`config.mk`:
```
export PLATFORM = sky130hd
export DESIGN_NAME = output_port
export DESIGN_NICKNAME = d
export VERILOG_FILES = /design/src/rtl/output_port.sv
export SDC_FILE = /design/constraint.sdc
export NUM_CORES = 1
export LEC_CHECK = 0
export ABC_AREA = 0
export CAP_MARGIN = 20
export CELL_PAD_IN_SITES_DETAIL_PLACEMENT = 2
export CELL_PAD_IN_SITES_GLOBAL_PLACEMENT = 2
export CORE_MARGIN = 1
export CORE_UTILIZATION = 29
export DETAILED_ROUTE_END_ITERATION = 16
export HOLD_SLACK_MARGIN = 0.02
export PLACE_DENSITY_LB_ADDON = 0.1
export SLEW_MARGIN = 40
export SYNTH_ARGS = -nofsm -noshare
export SYNTH_HDL_FRONTEND = slang
export SYNTH_SLANG_ARGS = --single-unit
export TNS_END_PERCENT = 5
```
`constraint.sdc`:
```
create_clock -name clk -period 2.5 [get_ports clk]
set_clock_uncertainty 0.2 [all_clocks]
set_input_delay 0.5 -clock clk [delete_from_list [all_inputs] [get_ports clk]]
set_output_delay 0.5 -clock clk [all_outputs]
set_load 0.02 [all_outputs]
```
`src/rtl/output_port.sv`:
```
`default_nettype none
// ============================================================================
//  Module   : output_port (with noc_params package)
//  Purpose  : Transmit end of a router-to-router link. Registers the granted
//             crossbar flit onto the link and tracks per-downstream-VC credit
//             counts and packet occupancy for the local allocators.
//  Revision : 1.0  initial release
// ============================================================================

package noc_params;
    localparam int VC_NUM         = 4;
    localparam int VC_SIZE        = $clog2(VC_NUM);
    localparam int FLIT_DATA_SIZE = 16;

    typedef enum logic [1:0] {
        HEAD     = 2'b00,
        BODY     = 2'b01,
        TAIL     = 2'b10,
        HEADTAIL = 2'b11
    } flit_label_t;

    typedef struct packed {
        flit_label_t               flit_label;
        logic [VC_SIZE-1:0]        vc_id;
        logic [FLIT_DATA_SIZE-1:0] data;
    } flit_t;
endpackage

module output_port #(
    parameter int BUFFER_SIZE = 8,
    parameter int VC_NUM      = noc_params::VC_NUM
) (
    input  logic                       clk,
    input  logic                       rst,
    input  noc_params::flit_t          flit_i,
    input  logic                       valid_i,
    input  logic                       credit_valid_i,
    input  logic [$clog2(VC_NUM)-1:0]  credit_vc_i,
    output noc_params::flit_t          data_o,
    output logic                       valid_flit_o,
    output logic [VC_NUM-1:0]          credit_avail_o,
    output logic [VC_NUM-1:0]          vc_free_o,
    output logic                       protocol_err_o
);

    localparam int             CW   = $clog2(BUFFER_SIZE + 1);
    localparam logic [CW-1:0]  FULL = CW'(BUFFER_SIZE);

    typedef enum logic [1:0] {
        IDLE     = 2'd0,
        ACTIVE   = 2'd1,
        DRAINING = 2'd2
    } vc_state_e;

    logic [CW-1:0]      count_q [VC_NUM];
    logic [CW-1:0]      count_d [VC_NUM];
    vc_state_e          state_q [VC_NUM];
    vc_state_e          state_d [VC_NUM];

    noc_params::flit_t  data_q;
    logic               valid_q;
    logic               err_q;

    logic               accept;
    logic               drop;
    logic               credit_bad;
    logic               label_ok;
    logic [CW-1:0]      sel_count;
    vc_state_e          sel_state;
    noc_params::flit_label_t label;

    // Accept/drop decision, credit legality and per-VC next-state computation
    always_comb begin
        label     = flit_i.flit_label;
        sel_count = count_q[flit_i.vc_id];
        sel_state = state_q[flit_i.vc_id];

        label_ok = 1'b0;
        case (sel_state)
            IDLE:    label_ok = (label == noc_params::HEAD) || (label == noc_params::HEADTAIL);
            ACTIVE:  label_ok = (label == noc_params::BODY) || (label == noc_params::TAIL);
            default: label_ok = 1'b0;
        endcase

        accept     = valid_i && (sel_count != '0) && label_ok;
        drop       = valid_i && !accept;
        // A credit at full count means the downstream buffer is already empty,
        // so it cannot be genuine; it is discarded rather than wrapping.
        credit_bad = credit_valid_i && (count_q[credit_vc_i] == FULL);

        for (int v = 0; v < VC_NUM; v++) begin
            logic dec;
            logic inc;
            dec = accept && (int'(flit_i.vc_id) == v);
            inc = credit_valid_i && (int'(credit_vc_i) == v) && (count_q[v] != FULL);

            count_d[v] = count_q[v];
            if (dec && !inc) begin
                count_d[v] = count_q[v] - CW'(1);
            end else if (inc && !dec) begin
                count_d[v] = count_q[v] + CW'(1);
            end

            state_d[v] = state_q[v];
            case (state_q[v])
                IDLE: begin
                    if (dec) begin
                        state_d[v] = (label == noc_params::HEADTAIL) ? DRAINING : ACTIVE;
                    end
                end
                ACTIVE: begin
                    if (dec && (label == noc_params::TAIL)) begin
                        state_d[v] = DRAINING;
                    end
                end
                DRAINING: begin
                    // Release the VC only once the downstream buffer is fully
                    // empty so a new packet never shares it with the old one.
                    if (count_d[v] == FULL) begin
                        state_d[v] = IDLE;
                    end
                end
                default: state_d[v] = IDLE;
            endcase
        end
    end

    // Link register, error pulse, credit counters and per-VC state machines
    always_ff @(posedge clk or negedge rst) begin
        if (!rst) begin
            data_q  <= '0;
            valid_q <= 1'b0;
            err_q   <= 1'b0;
            for (int v = 0; v < VC_NUM; v++) begin
                count_q[v] <= FULL;
                state_q[v] <= IDLE;
            end
        end else begin
            valid_q <= accept;
            err_q   <= drop || credit_bad;
            if (accept) begin
                data_q <= flit_i;
            end
            for (int v = 0; v < VC_NUM; v++) begin
                count_q[v] <= count_d[v];
                state_q[v] <= state_d[v];
            end
        end
    end

    generate
        for (genvar g = 0; g < VC_NUM; g++) begin : g_vc_flags
            assign credit_avail_o[g] = (count_q[g] != '0);
            assign vc_free_o[g]      = (state_q[g] == IDLE);
        end
    endgenerate

    assign data_o         = data_q;
    assign valid_flit_o   = valid_q;
    assign protocol_err_o = err_q;

endmodule

`default_nettype wire

```
==> results of run 1 <==
[routing by layer]
layer | track usage | share of wire | vias to the layer above
met3 | 0.0260 | 0.018 | 11
met4 | 0.0588 | 0.015 | 0
li1 | - | - | 1290
met2 | 0.401 | 0.54 | 38
met1 | 0.244 | 0.43 | 1380
met5 | 0 | 0 | -
[flip-flops by register name (all words and copies together), names as in the netlist]
signal	flops
state_q	8
count_q	16
data_o	20
valid_flit_o	1
protocol_err_o	1
[power breakdown]
group / switching (mW) / internal [mW] / total, mW / leakage [nW]
sequential: 0.241 / 1.11 / 1.35 / 0.549
combinational: 1.42 / 1.50 / 2.92 / 1.34
clock: 0.303 / 0.203 / 0.505 / 0.0447
total: 1.96 / 2.81 / 4.77 / 1.93
[timing repair]
action                                 4_1_cts  5_1_grt
gates resized for setup                     31       13
setup endpoints to repair                   42       10
cloned                                       1        0
hold buffers                                 1        0
setup buffers                                6        6
pin swaps                                    5       13
endpoints found under the hold margin       19        0
[cells by family (layout without fill, tap and decap cells)]
family	after synthesis	in the layout	share of synthesized area
fa+ha+maj	13	13	0.0561
simple gates	99	99	0.181
mux	30	30	0.118
xor+xnor	16	16	0.0507
compound gates	46	46	0.118
buf+inv	38	177	0.0588
flops	46	46	0.418
[path summary, 6_finish.rpt]
kind	to	startpoint	slack, ps
max	state_q[5]	credit_vc_i[0]	-70
min	data_o[12]	data_o[12]	300
max reg2reg	state_q[5]	count_q[2]	-60
min reg2reg	data_o[12]	data_o[12]	300
max in group asynchronous	count_q[11]	rst	960
min in group asynchronous	data_o[5]	rst	510
[final cells by class]
type                            count  area [sq um]  share of cell area
Clock buffer                        5          68.8              0.0159
Timing Repair Buffer              142          1260               0.293
Tap cell                          129           161              0.0373
Multi-Input combinational cell    204          1550               0.358
Inverter                           27           101              0.0234
Clock inverter                      3          25.0             0.00579
Sequential cell                    46          1160               0.267
[layout by cell type (no fill, tap or decap), drive strengths merged, types with 2 or more instances in the layout]
master,synthesis,final
a211oi,3,3
a21oi,4,4
a22oi,2,2
a31oi,5,5
and3,3,3
and4,3,3
buf,6,87
clkbuf,5,6
clkdlybuf4s50,0,46
clkinv,1,2
dfrtp,42,42
dfstp,4,4
dlygate4sd2,0,6
ha,10,10
inv,26,27
maj3,3,3
mux2,20,20
mux2i,10,10
nand2,26,26
nand2b,7,7
nand3,10,10
nand4,6,6
nor2,19,19
nor2b,6,6
nor3,12,12
o211ai,3,3
o21ai,10,10
o31ai,4,4
or3,3,3
or4,2,2
xnor2,13,13
xor2,3,3
[metrics by stage]
step / cell area, sq um / setup TNS [ps]
3_3_place_gp: 4000 / -17970
2_1_floorplan: 2770 / -464
6_report: 4320 / -154
3_5_place_dp: 4000 / -19540
4_1_cts: 4250 / -210
5_1_grt: 4320 / -577
[critical path: stages]
cell             delay [ps]
clkdlybuf4s50_1         560
buf_4                   140
nand2_1                  90
a211oi_2                320
buf_4                   170
nand4_1                  90
mux2i_1                 160
xnor2_1                 210
a211oi_2                 90
o31ai_1                 260
==> flow_metrics.py, run 1 <==
metrics = {
    "synth": {
        "synthArstFlopShare": 1.00,
        "synth_top_area_frac": 0.380,
        "synth-seq-cells": 46,
        "synth_seq_area_share": 0.418,
        "synth_common_cells": "dfrtp_1, inv_1, nand2_1",
        "ys_warn_count": 0,
        "synth_top_cell_by_area": "dfrtp_1",
        "synth_ff_type": "dfrtp_1",
        "synthMostInstantiatedCell": "dfrtp_1",
        "syn-cell-area_sq_um": 2770,
        "synthCells": 288,
        "post_synth.cell_area_avg_sq_um": 9.60,
        "synth-edff-count": 0,
        "synthTopCellsByArea": "dfrtp_1, mux2_1, ha_1",
        "syn_nets": 324,
        "synthDistinctLibCells": 54,
    },
    "place": {
        "dp_hpwl_microns": 7060,
        "pre_cts_slack_ps": -714,
        "io_buffers": 55,
        "gp_congestion": 0.824,
        "placedCellCount": 534,
    },
    "finish": {
        "final_cell_count_no_fill": 556,
        "n_antenna_cell": 0,
        "drive_gt1_frac": 0.316,
        "fill_cells": 994,
        "final_util": 0.468,
        "syn2layout_area_growth_pct": 56.4,
        "nets": 462,
    },
    "min_path": {
        "min_path_cells": 1,
        "hp-class": "reg2reg",
    },
    "floorplanning": {
        "dieArea_sq_um": 9930,
        "row_count": 35,
        "initial_core_util": 0.299,
        "io_pins": 56,
        "die_w_microns": 99.6,
        "die_h_microns": 99.6,
        "core_area_sq_um": 9240,
    },
    "pwr": {
        "p_leak_nw": 1.93,
        "peakVddDrop_mv": 0.435,
        "power.density_nw_per_um2": 1100,
        "power.total_mw": 4.77,
    },
    "status": {
        "violations": "negative setup slack",
        "status": "complete, but fails checks",
    },
    "timing": {
        "hold_viol_final": 0,
        "setup_viol": 3,
        "setup_ws_ps": -66.9,
        "hold_slack_ps": 304,
        "tightest_slew_ps": 564,
        "rsz0062_at_grt": "true",
        "maxSlewViolCount": 0,
        "fin_crit_sh": 1.03,
        "fin_crit_ps": 2570,
        "max_freq_mhz": 390,
        "slew_headroom": 0.624,
    },
    "routing": {
        "firstDrtPassIters": 4,
        "drc_errors": 0,
        "ant_nets": 0,
        "routed_wl_microns": 9880,
        "vias_per_cell": 4.89,
        "avgRoutedWirePerCell_microns": 17.8,
        "drt_iter0_markers": 36,
        "vias": 2719,
    },
    "worst_setup_path": {
        "worst_setup_path_end_kind": "register",
        "startpoint_type": "input pin",
        "crit_arrival_ps": 2580,
        "path_max_fanout": 3,
        "required_ps": 2520,
        "r2r_cells": 9,
        "path_class": "in2reg",
    },
    "cts": {
        "clkSinkCount": 46,
        "cts.reportedPaths.clkPinSlew_ps": 100,
        "h-tree-depth": 2,
        "cts_tree": "built",
        "clk_path_buf_depth": 2,
        "insertion_delay_ps": 320,
        "numCtsBuffers": 5,
        "root_buffer": "clkbuf_8",
    },
    "grt": {
        "grt_overflow": 0,
        "grt_pass1_vias": 3061,
        "grt_antenna_before_repair": 0,
        "grt_usage": 0.210,
        "grt_max_degree": 26,
        "grt_pass1_wl_microns": 16000,
    },
    "job": {
        "maxCapViolCount": 0,
    },
}
Note: power is estimated with default switching activity, not from simulation.
==> run 2, diff against run 1 <==
--- a/config.mk
+++ b/config.mk
@@ -9,12 +9,13 @@
 export CAP_MARGIN = 20
 export CELL_PAD_IN_SITES_DETAIL_PLACEMENT = 2
 export CELL_PAD_IN_SITES_GLOBAL_PLACEMENT = 2
-export CORE_MARGIN = 1
+export CORE_ASPECT_RATIO = 1.4
+export CORE_MARGIN = 2
 export CORE_UTILIZATION = 29
 export DETAILED_ROUTE_END_ITERATION = 16
 export HOLD_SLACK_MARGIN = 0.02
 export PLACE_DENSITY_LB_ADDON = 0.1
-export SLEW_MARGIN = 40
+export SLEW_MARGIN = 20
 export SYNTH_ARGS = -nofsm -noshare
 export SYNTH_HDL_FRONTEND = slang
 export SYNTH_SLANG_ARGS = --single-unit
==> flow_metrics.py, run 2 (synthesis results as in run 1) <==
metrics = {
    "cts": {
        "h-tree-depth": 2,
        "clkSinkCount": 46,
        "cts_tree": "built",
        "clk_path_buf_depth": 2,
        "insertion_delay_ps": 300,
        "cts.reportedPaths.clkPinSlew_ps": 60,
        "root_buffer": "clkbuf_16",
        "numCtsBuffers": 5,
    },
    "pwr": {
        "p_leak_nw": 1.92,
        "switching_power_mw": 1.91,
        "clkPwrFrac": 0.142,
        "p_sw_frac": 0.393,
        "power.density_nw_per_um2": 1140,
        "peakVddDrop_mv": 0.421,
        "power_frac_seq": 0.280,
        "combPwrFrac": 0.577,
        "internal_power_mw": 2.95,
    },
    "routing": {
        "drt_iter0_markers": 45,
        "ant_nets": 0,
        "vias_per_cell": 5.08,
        "vias": 2695,
        "routed_wl_microns": 9510,
        "drc_errors": 0,
        "firstDrtPassIters": 4,
        "avgRoutedWirePerCell_microns": 17.9,
    },
    "timing": {
        "slew_headroom": 0.637,
        "rsz0062_at_grt": "true",
        "fin_crit_sh": 1.04,
        "setup_ws_ps": -90.6,
        "fin_crit_ps": 2590,
        "max_freq_mhz": 386,
        "tightest_slew_ps": 545,
        "maxSlewViolCount": 0,
        "hold_viol_final": 0,
        "setup_viol": 3,
    },
    "worst_setup_path": {
        "cp_cell_sequence": "clkdlybuf4s15_2 > buf_4 > mux2i_2 > mux2i_1 > nor2_1 > and3_4 > or4_1 > a32oi_1 > o211ai_1",
        "path_max_fanout": 6,
        "path_class": "in2reg",
        "reg2reg_slack_ps": -80,
        "rr_startpoint": "count_q[2]",
        "critical-path-top-delay-family": "simple AND/OR/NAND/NOR gates",
        "startpoint_type": "input pin",
        "required_ps": 2460,
        "worst_setup_path_end_kind": "register",
        "crit_cells": 9,
        "r2r_end": "state_q[7]",
        "crit_arrival_ps": 2550,
        "crit_slowest_cell": "or4_1",
        "cp_slowest_stage_delay_ps": 480,
        "cp_num_buf_inv": 2,
        "r2r_cells": 7,
    },
    "place": {
        "placedInstanceArea_sq_um": 3980,
        "placedCellCount": 518,
        "io_buffers": 55,
        "gp_congestion": 0.804,
        "dp_hpwl_microns": 7430,
    },
    "floorplanning": {
        "die_w_microns": 86.5,
        "die_h_microns": 120,
        "io_pins": 56,
        "initial_core_util": 0.296,
        "dieArea_sq_um": 10300,
        "row_count": 42,
        "core_area_sq_um": 9350,
    },
    "finish": {
        "layout_common_cells": "buf_4, clkdlybuf4s50_1, dfrtp_1",
        "final_cell_count_no_fill": 531,
        "final_util": 0.458,
        "drive_gt1_frac": 0.309,
        "fill_cells": 1006,
        "layout_commonest_cell": "buf_4",
        "nets": 456,
        "n_antenna_cell": 0,
        "largest_reg_flops": 20,
        "syn2layout_area_growth_pct": 54.8,
        "postLayoutCellArea_sq_um": 4280,
    },
    "status": {
        "status": "complete, but fails checks",
        "violations": "negative setup slack",
    },
    "min_path": {
        "hold_end": "data_o[18]",
        "min_path_cells": 2,
        "min_from": "data_o[18]",
        "hp-class": "reg2reg",
    },
    "grt": {
        "grt_max_degree": 28,
        "grt_overflow": 0,
        "grt_pass1_vias": 3056,
        "grt_pass1_wl_microns": 15400,
        "grt_usage": 0.193,
        "grt_antenna_before_repair": 0,
    },
    "job": {
        "maxCapViolCount": 0,
    },
}
[run 2: how the worst max path moves through the flow]
stage | from | to | slack (ps)
after floorplan | count_q[0] | state_q[7] | -240
after global placement | flit_i[17] | state_q[7] | -650
after detailed placement | flit_i[17] | state_q[7] | -790
after CTS | flit_i[17] | state_q[7] | -90
after global routing | flit_i[17] | state_q[7] | -290
final | flit_i[17] | state_q[7] | -90
[run 2: area by class of cell]
class,count,area [sq um],area share
clock buffer,7,143,0.0333
clock inverter,1,5.00,0.00117
inverter,27,101,0.0237
multi-input combinational,204,1560,0.364
sequential,46,1160,0.270
tap,110,138,0.0322
timing repair buffer,136,1180,0.276
[run 2: power groups by stage]
stage                     sequential [mW]  combinational [mW]  clock, mW
after detailed placement             1.38                2.72          0
after global placement               1.34                2.62          0
final                                1.36                2.81      0.691
after CTS                            1.37                2.82      0.719
after floorplan                      1.59                1.13          0
after global routing                 1.41                3.08      0.742
[run 2: metal layers]
| layer | routed length [microns] | share of wire | vias to the layer above | track usage |
|---|---|---|---|---|
| met5 | 0 | 0 | - | 0 |
| li1 | - | - | 1272 | - |
| met3 | 311 | 0.033 | 12 | 0.0303 |
| met1 | 3620 | 0.38 | 1358 | 0.213 |
| met2 | 5380 | 0.57 | 53 | 0.365 |
| met4 | 196 | 0.021 | 0 | 0.0645 |
[run 2: stage by stage]
step | hold WS [ps] | setup TNS [ps] | total power [mW] | setup slack, ps
floorplan | 4.41 | -464 | 2.71 | -236
global placement | 262 | -19510 | 3.97 | -648
detailed placement | 276 | -23160 | 4.10 | -795
CTS | 290 | -160 | 4.91 | -93.6
global route | 304 | -678 | 5.24 | -292
finish | 282 | -129 | 4.86 | -90.6
[run 2: repair_timing]
item                                   in CTS  in global routing
buffers inserted                            4                  0
setup endpoints to repair                  45                 20
endpoints found under the hold margin      16                  0
gates cloned                                0                  0
pin swaps                                  12                  6
hold buffers                                1                  0
resized for setup                          31                 15
[run 2: tightest hold or removal path: stages, from the launching register on]
cell	delay, ps
dfrtp_1	340
nand2_1	50
o21ai_0	60
==> run 3, diff against run 2 <==
--- a/config.mk
+++ b/config.mk
@@ -7,11 +7,11 @@
 export LEC_CHECK = 0
 export ABC_AREA = 0
 export CAP_MARGIN = 20
-export CELL_PAD_IN_SITES_DETAIL_PLACEMENT = 2
-export CELL_PAD_IN_SITES_GLOBAL_PLACEMENT = 2
+export CELL_PAD_IN_SITES_DETAIL_PLACEMENT = 1
+export CELL_PAD_IN_SITES_GLOBAL_PLACEMENT = 1
 export CORE_ASPECT_RATIO = 1.4
 export CORE_MARGIN = 2
-export CORE_UTILIZATION = 29
+export CORE_UTILIZATION = 35
 export DETAILED_ROUTE_END_ITERATION = 16
 export HOLD_SLACK_MARGIN = 0.02
 export PLACE_DENSITY_LB_ADDON = 0.1
==> flow_metrics.py, run 3 (synthesis results as in run 1) <==
metrics = {
    "grt": {
        "grt_antenna_before_repair": 0,
        "grt_max_degree": 29,
        "grt_pass1_vias": 2818,
        "gr-usage-met2": 0.385,
        "top_usage_layer": "met2",
        "grt_overflow": 0,
        "use_met3": 0.0174,
        "grt_usage": 0.193,
        "grt_pass1_wl_microns": 13000,
        "global_route.usage.met1": 0.211,
    },
    "place": {
        "pre_cts_slack_ps": -733,
        "io_buffers": 55,
        "placedCellCount": 503,
        "gp_congestion": 0.883,
        "dp_hpwl_microns": 6230,
    },
    "worst_setup_path": {
        "rr_startpoint": "count_q[1]",
        "crit_cells": 7,
        "cp_slowest_stage_delay_ps": 470,
        "critical-path-top-delay-family": "simple AND/OR/NAND/NOR gates",
        "r2r_cells": 7,
        "required_ps": 2480,
        "cp_cell_sequence": "or3_4 > o31a_1 > and4_4 > and3_4 > or4_4 > a32oi_1 > o211ai_1",
        "worst_setup_path_end_kind": "register",
        "startpoint_type": "register",
        "path_class": "reg2reg",
        "r2r_end": "state_q[7]",
        "path_max_fanout": 6,
        "reg2reg_slack_ps": -50,
        "cp_num_buf_inv": 0,
        "crit_arrival_ps": 2530,
        "crit_slowest_cell": "or4_4",
    },
    "pwr": {
        "peakVddDrop_mv": 0.435,
        "power.density_nw_per_um2": 1080,
        "p_leak_nw": 1.89,
        "power.total_mw": 4.56,
    },
    "job": {
        "maxCapViolCount": 0,
    },
    "cts": {
        "cts_tree": "built",
        "cts.reportedPaths.clkPinSlew_ps": 90,
        "insertion_delay_ps": 300,
        "h-tree-depth": 2,
        "root_buffer": "clkbuf_8",
        "numCtsBuffers": 5,
        "clk_path_buf_depth": 2,
        "clkSinkCount": 46,
    },
    "finish": {
        "nets": 454,
        "layout_commonest_cell": "buf_4",
        "largest_reg_flops": 20,
        "fill_cells": 897,
        "final_cell_count_no_fill": 518,
        "syn2layout_area_growth_pct": 52.9,
        "final_util": 0.549,
        "drive_gt1_frac": 0.311,
        "n_antenna_cell": 0,
        "layout_common_cells": "buf_4, clkdlybuf4s50_1, dfrtp_1",
    },
    "routing": {
        "routed_wl_microns": 7990,
        "avgRoutedWirePerCell_microns": 15.4,
        "vias": 2621,
        "vias_per_cell": 5.06,
        "firstDrtPassIters": 4,
        "drt_iter0_markers": 65,
        "ant_nets": 0,
        "drc_errors": 0,
    },
    "min_path": {
        "min_from": "data_o[16]",
        "hold_end": "data_o[16]",
        "min_path_cells": 2,
        "hp-class": "reg2reg",
    },
    "timing": {
        "hold_viol_final": 0,
        "maxSlewViolCount": 0,
        "setup_viol": 2,
        "slew_headroom": 0.674,
        "max_freq_mhz": 392,
        "rsz0062_at_grt": "true",
        "fin_crit_sh": 1.02,
        "tightest_slew_ps": 490,
        "setup_ws_ps": -53.6,
        "fin_crit_ps": 2550,
    },
    "floorplanning": {
        "die_w_microns": 79.1,
        "row_count": 38,
        "io_pins": 56,
        "dieArea_sq_um": 8640,
        "core_area_sq_um": 7700,
        "initial_core_util": 0.359,
        "die_h_microns": 109,
    },
    "status": {
        "status": "complete, but fails checks",
        "violations": "negative setup slack",
    },
}
run 3: worst max-delay path by stage:
stage | start | endpoint | slack (ps)
finish | count_q[1] | state_q[7] | -50
global route | count_q[1] | state_q[7] | -90
CTS | count_q[1] | state_q[7] | -90
detailed placement | flit_i[17] | state_q[7] | -730
global placement | flit_i[17] | state_q[7] | -600
floorplan | count_q[0] | state_q[7] | -240
run 3: through the flow:
stage / hold slack, ps / TNS, ps / cell area (sq um)
2_1_floorplan: 4.41 / -464 / 2770
3_3_place_gp: 260 / -16850 / 3930
3_5_place_dp: 265 / -19840 / 3930
4_1_cts: 288 / -162 / 4130
5_1_grt: 324 / -290 / 4230
6_report: 281 / -61.8 / 4230
run 3: worst register-to-register path: cells and delay by family, from the launching register on:
family          cells  cell delay, ps
compound gates      3             600
simple gates        4            1240
flops               1             380
run 3: power by group:
part           total, mW  internal (mW)  switching, mW
logic               2.77           1.46           1.31
registers           1.35           1.11          0.247
clock network      0.435          0.188          0.247
total               4.56           2.76           1.80
run 3: per-layer routing:
metal  routed length (microns)  vias to the layer above
li1                          -                     1265
met1                      3160                     1293
met2                      4460                       54
met3                       243                        9
met4                       125                        0
met5                         0                        -
run 3: what timing repair did:
action / CTS / global route
hold buffers: 1 / 0
hold endpoints to repair: 16 / 0
setup endpoints to repair: 41 / 15
pin swaps: 12 / 13
setup buffers: 4 / 3
resized for setup: 24 / 25
run 3: layout make-up:
type                       instances  area [sq um]  share of cell area
clock buffer                       5          68.8              0.0163
clock inverter                     2          10.0             0.00237
inverter                          27           101              0.0240
multi-input combinational        204          1600               0.378
sequential                        46          1160               0.273
tap                              100           125              0.0296
timing repair buffer             134          1170               0.277
